**src/rtl/pipeline_sequencer.sv**
```systemverilog
// Hazard/sequencing unit for the 5-stage MIPS-subset pipeline: stalls, flushes, memory freeze, halt drain.
// Build option: define SEQ_FORWARDING_EN when the datapath forwards, so only load-use hazards stall.
module pipeline_sequencer #(
  parameter int DRAIN_CYCLES = 4
) (
  input  logic        clk,
  input  logic        rst_b,
  input  logic [31:0] if_id_instruction,
  input  logic        id_ex_mem_read,
  input  logic        id_ex_reg_write,
  input  logic [4:0]  id_ex_dst,
  input  logic        ex_mem_reg_write,
  input  logic [4:0]  ex_mem_dst,
  input  logic        pc_redirect,
  input  logic        mem_busy,
  output logic        stall_b,
  output logic        pc_write,
  output logic        if_id_write,
  output logic        if_id_flush,
  output logic        id_ex_flush,
  output logic        pipe_en,
  output logic        halted,
  output logic [15:0] stall_cycles
);

  typedef enum logic [1:0] {RUN, DRAIN, HALTED} state_t;

  localparam logic [3:0] DRAIN_LOAD = 4'(DRAIN_CYCLES);

  state_t     state, state_nxt;
  logic [3:0] drain_cnt, drain_nxt;
  logic       stall_inc;

  logic [5:0] opcode;
  logic [4:0] rs, rt;
  logic       uses_rs, uses_rt, is_halt;
  logic       ex_match, mem_match, load_use, hazard;
  logic       unused_bits;

  assign opcode  = if_id_instruction[31:26];
  assign rs      = if_id_instruction[25:21];
  assign rt      = if_id_instruction[20:16];
  assign uses_rs = (opcode != 6'h02) && (opcode != 6'h3f);
  assign uses_rt = (opcode == 6'h00) || (opcode == 6'h04) || (opcode == 6'h2b);
  assign is_halt = (opcode == 6'h3f);

  // $0 is hardwired, so a zero destination can never create a dependency
  assign ex_match  = (id_ex_dst != 5'd0) &&
                     ((uses_rs && rs == id_ex_dst) || (uses_rt && rt == id_ex_dst));
  assign mem_match = (ex_mem_dst != 5'd0) &&
                     ((uses_rs && rs == ex_mem_dst) || (uses_rt && rt == ex_mem_dst));
  assign load_use  = id_ex_mem_read && ex_match;

`ifdef SEQ_FORWARDING_EN
  assign hazard = load_use;
`else
  assign hazard = load_use || (id_ex_reg_write && ex_match) || (ex_mem_reg_write && mem_match);
`endif

  assign unused_bits = ^{if_id_instruction[15:0], id_ex_reg_write, ex_mem_reg_write, ex_mem_dst};
  assign halted      = (state == HALTED);

  always_comb begin
    state_nxt   = state;
    drain_nxt   = drain_cnt;
    stall_inc   = 1'b0;
    stall_b     = 1'b0;
    pc_write    = 1'b0;
    if_id_write = 1'b0;
    if_id_flush = 1'b0;
    id_ex_flush = 1'b0;
    pipe_en     = 1'b0;
    if (rst_b) begin
      case (state)
        RUN: begin
          if (mem_busy) begin
            stall_b = 1'b1;
          end else if (pc_redirect) begin
            stall_b     = 1'b1;
            pc_write    = 1'b1;
            if_id_write = 1'b1;
            if_id_flush = 1'b1;
            id_ex_flush = 1'b1;
            pipe_en     = 1'b1;
          end else if (hazard) begin
            pipe_en   = 1'b1;
            stall_inc = 1'b1;
          end else if (is_halt) begin
            pipe_en   = 1'b1;
            drain_nxt = DRAIN_LOAD;
            state_nxt = DRAIN;
          end else begin
            stall_b     = 1'b1;
            pc_write    = 1'b1;
            if_id_write = 1'b1;
            pipe_en     = 1'b1;
          end
        end
        DRAIN: begin
          // A redirect while draining means the halt itself was fetched down a wrong path
          if (!mem_busy) begin
            if (pc_redirect) begin
              stall_b     = 1'b1;
              pc_write    = 1'b1;
              if_id_write = 1'b1;
              if_id_flush = 1'b1;
              id_ex_flush = 1'b1;
              pipe_en     = 1'b1;
              drain_nxt   = 4'd0;
              state_nxt   = RUN;
            end else begin
              pipe_en = 1'b1;
              if (drain_cnt <= 4'd1) begin
                drain_nxt = 4'd0;
                state_nxt = HALTED;
              end else begin
                drain_nxt = drain_cnt - 4'd1;
              end
            end
          end
        end
        HALTED: begin
          state_nxt = HALTED;
        end
        default: begin
          state_nxt = RUN;
        end
      endcase
    end
  end

  always_ff @(posedge clk or negedge rst_b) begin
    if (!rst_b) begin
      state        <= RUN;
      drain_cnt    <= 4'd0;
      stall_cycles <= 16'd0;
    end else begin
      state     <= state_nxt;
      drain_cnt <= drain_nxt;
      if (stall_inc && stall_cycles != 16'hFFFF)
        stall_cycles <= stall_cycles + 16'd1;
    end
  end

endmodule

```
**config.mk**
```make
export PLATFORM = sky130hd
export DESIGN_NAME = pipeline_sequencer
export DESIGN_NICKNAME = d
export VERILOG_FILES = /design/src/rtl/pipeline_sequencer.sv
export SDC_FILE = /design/constraint.sdc
export NUM_CORES = 1
export LEC_CHECK = 0
export CORE_MARGIN = 4
export CORE_UTILIZATION = 42
export CTS_BUF_LIST = sky130_fd_sc_hd__clkbuf_8
export CTS_CLUSTER_DIAMETER = 120
export DETAILED_ROUTE_END_ITERATION = 16
export GPL_ROUTABILITY_DRIVEN = 0
export GPL_TIMING_DRIVEN = 1
export HOLD_SLACK_MARGIN = 0.05
export PLACE_DENSITY = 0.83
export SYNTH_ARGS = -nofsm -noshare
export SYNTH_HDL_FRONTEND = slang
export SYNTH_SLANG_ARGS = --single-unit
```
**constraint.sdc**
```tcl
create_clock -name clk -period 3.55 [get_ports clk]
set_input_delay 0.71 -clock clk [delete_from_list [all_inputs] [get_ports clk]]
set_output_delay 0.71 -clock clk [all_outputs]
set_load 0.02 [all_outputs]
```
==> metrics.csv <==
stage;metric;value;unit
status;outcome;finished, final reports clean;
detailed_routing;top_layer;met4;
timing;worst_slew_pin_slew;0.6212;ns
worst_setup_path;worstSetupPathType;in2out;
worst_setup_path;cp_data_required_time;2.84;ns
floorplanning;ios;72;
layout;fin_util;68.60;%
grt;antenna_found_initial;0;
detailed_routing;vias_per_cell;5.079;
power;leakagePower;1.013;nW
place;dp_hpwl;3097;um
flow_run;cap_violations;0;
yosys;yosysSeqAreaShare;37.41;%
worst_hold_path;hold_class;reg2reg;
clocking;cts_tree;done;
worst_setup_path;reg2reg_slack;1.31;ns
detailed_routing;drtIter0Drc;69;
grt;grt_pass1_wl;6134;um
clocking;clk_pin_slew;0.07;ns
power;power.density;302.8;nW/um^2
worst_setup_path;crit_end;pc_write;
detailed_routing;met3_length;136;um
worst_setup_path;critPathCaptureType;output port;
worst_setup_path;rr_startpoint;state[1];
timing;fin_setup_tns;0;ns
timing;setup_viol;0;
detailed_routing;met2_length;1993;um
power;peakVddDrop;0.2005;mV
clocking;cts_sinks;22;
clocking;clk_latency;0.26;ns
floorplanning;rows;21;
yosys;synth.most_common_cell;xnor2_1;
yosys;ys_ff_latch;22;
grt;grt_pass1_vias;1410;
timing;relSlewSlack;58.59;%
detailed_routing;dr.pass1.iters;4;
floorplanning;core;3363;um^2
detailed_routing;drcViolationCount;0;
worst_setup_path;r2r_cells;7;
power;totalPowerFinal;0.6986;mW
worst_setup_path;arrival;2.60;ns
layout;syn_to_final_growth;56.80;%
timing;rsz0062_at_grt;false;
yosys;netlist_instances;161;
grt;grt_remaining_overflow;0;
detailed_routing;vias;1422;
clocking;cts_root_buf;clkbuf_8;
detailed_routing;wirelength_met1;1625;um
layout;drive_gt1_share;14.53;%
place;port_buffers;55;
detailed_routing;ant_nets;0;
worst_setup_path;start_kind;input pin;
timing;max_freq;301.7;MHz
worst_setup_path;crit_fanout;2;
timing;clock_skew;0.001789;ns
yosys;synth.area.top_cells;dfrtp_1, xnor2_1, nand3_1;
yosys;syn_area;1471;um^2
yosys;synth_nets;213;
yosys;synth_top_area_cell;dfrtp_1;
timing;drv_slew;0;
layout;diodes;0;
clocking;clock_path_buffers;2;
grt;globalRouteTotalUtil;17.81;%
yosys;async_reset_ff_share;100.0;%
timing;finalHoldViolations;0;
yosys;synth_edf_count;0;
yosys;syn_avg_cell_area;9.139;um^2
yosys;ys_warn_count;0;
grt;grt_max_degree;25;
yosys;ys.flop_type;dfrtp_1;
detailed_routing;post_drt_wl_per_cell;13.63;um
yosys;synth_common_cells;xnor2_1, dfrtp_1, nand2_1, nand3_1, nand4_1;
floorplanning;die_area;4515;um^2
clocking;h-tree-depth;1;
timing;fin_crit;3.315;ns
clocking;cts_buffers;3;
detailed_routing;wl;3817;um
yosys;synth_top_area_share;37.41;%
worst_setup_path;rr_endpoint;stall_cycles[7];
floorplanning;start_util;43.75;%
yosys;ys_types;36;
clocking;cts_hold_buf;0;
worst_setup_path;startpoint;id_ex_dst[4];
timing;post-route-period-util;93.38;%
floorplanning;die_w;67.19;um
layout;layout.nets;287;
floorplanning;dieHeight;67.19;um
worst min path at each step:
stage / cells past startpoint / start / endpoint
CTS: 1 / stall_cycles[8] / stall_cycles[8]
global route: 1 / stall_cycles[8] / stall_cycles[8]
detailed placement: 1 / stall_cycles[8] / stall_cycles[8]
finish: 1 / stall_cycles[4] / stall_cycles[4]
floorplan: 0 / rst_b / drain_cnt[0]
global placement: 2 / drain_cnt[1] / drain_cnt[1]
cell usage in the layout, fill, tap and decap left out, types with 4 or more instances in the layout:
cell / count
clkdlybuf4s50_1: 44
xnor2_1: 27
dfrtp_1: 22
buf_4: 19
nand3_1: 13
nand2_1: 13
nand4_1: 9
dlymetal6s2s_1: 8
nor2_1: 7
nor3_1: 7
xor2_1: 7
nor4_1: 5
inv_1: 4
a21oi_1: 4
o21ai_0: 4
clkbuf_8: 4
sequential cells by signal (all words and copies together) (netlist names):
signal,cells
drain_cnt,4
stall_cycles,16
state,2
metal layers:
layer,up-vias,GRT usage (%)
met2,34,30.55
met3,6,3.993
met4,0,5.316
li1,721,-
met5,-,0
met1,661,22.25
where the power goes:
group          internal, mW  leakage, nW  total [mW]  switching [mW]
clock                0.0987       0.0288       0.174          0.0749
sequential            0.268        0.305       0.290          0.0217
combinational         0.127        0.679       0.235           0.108
kinds of logic after synthesis:
| logic type | Yosys count | synth area share [%] |
|---|---|---|
| simple gates | 72 | 26.11 |
| xor+xnor | 34 | 20.24 |
| flops | 22 | 37.42 |
| compound gates | 19 | 8.504 |
| buf+inv | 8 | 2.890 |
| mux | 3 | 2.296 |
| fa+ha+maj | 3 | 2.551 |
worst max-delay path, cell delays in order:
cell and delay (ns):
dlymetal6s2s_1 0.13, or4_4 0.55, o22ai_4 0.15, nor3_1 0.09, o21ai_1 0.16, nand2_1 0.10, or3_4 0.39, a21boi_4 0.18
buf_6 0.14
cell type report:
cell class | instances | area [um^2]
clock buffer | 4 | 55.05
fill | 293 | 1056
multi-input combinational | 131 | 923.4
sequential | 22 | 550.5
inverter | 4 | 15.01
timing repair buffer | 73 | 705.7
tap | 46 | 57.56
metrics by stage:
stage	std cells	setup slack (ns)	hold WS, ns	cell area [um^2]
2_1_floorplan	161	0.1683	0.4144	1471
3_3_place_gp	275	-0.4853	0.4636	2180
3_5_place_dp	275	-0.5157	0.4850	2180
4_1_cts	280	-0.006943	0.5000	2238
5_1_grt	280	0.1412	0.5100	2307
6_report	280	0.2351	0.4952	2307
what timing repair did:
action | 4_1_cts | 5_1_grt
buffers inserted | 1 | 0
resized for setup | 16 | 18
endpoints found under the setup margin | 3 | 3
pin swaps | 4 | 10
No activity file was read; power rests on OpenSTA's default activity.
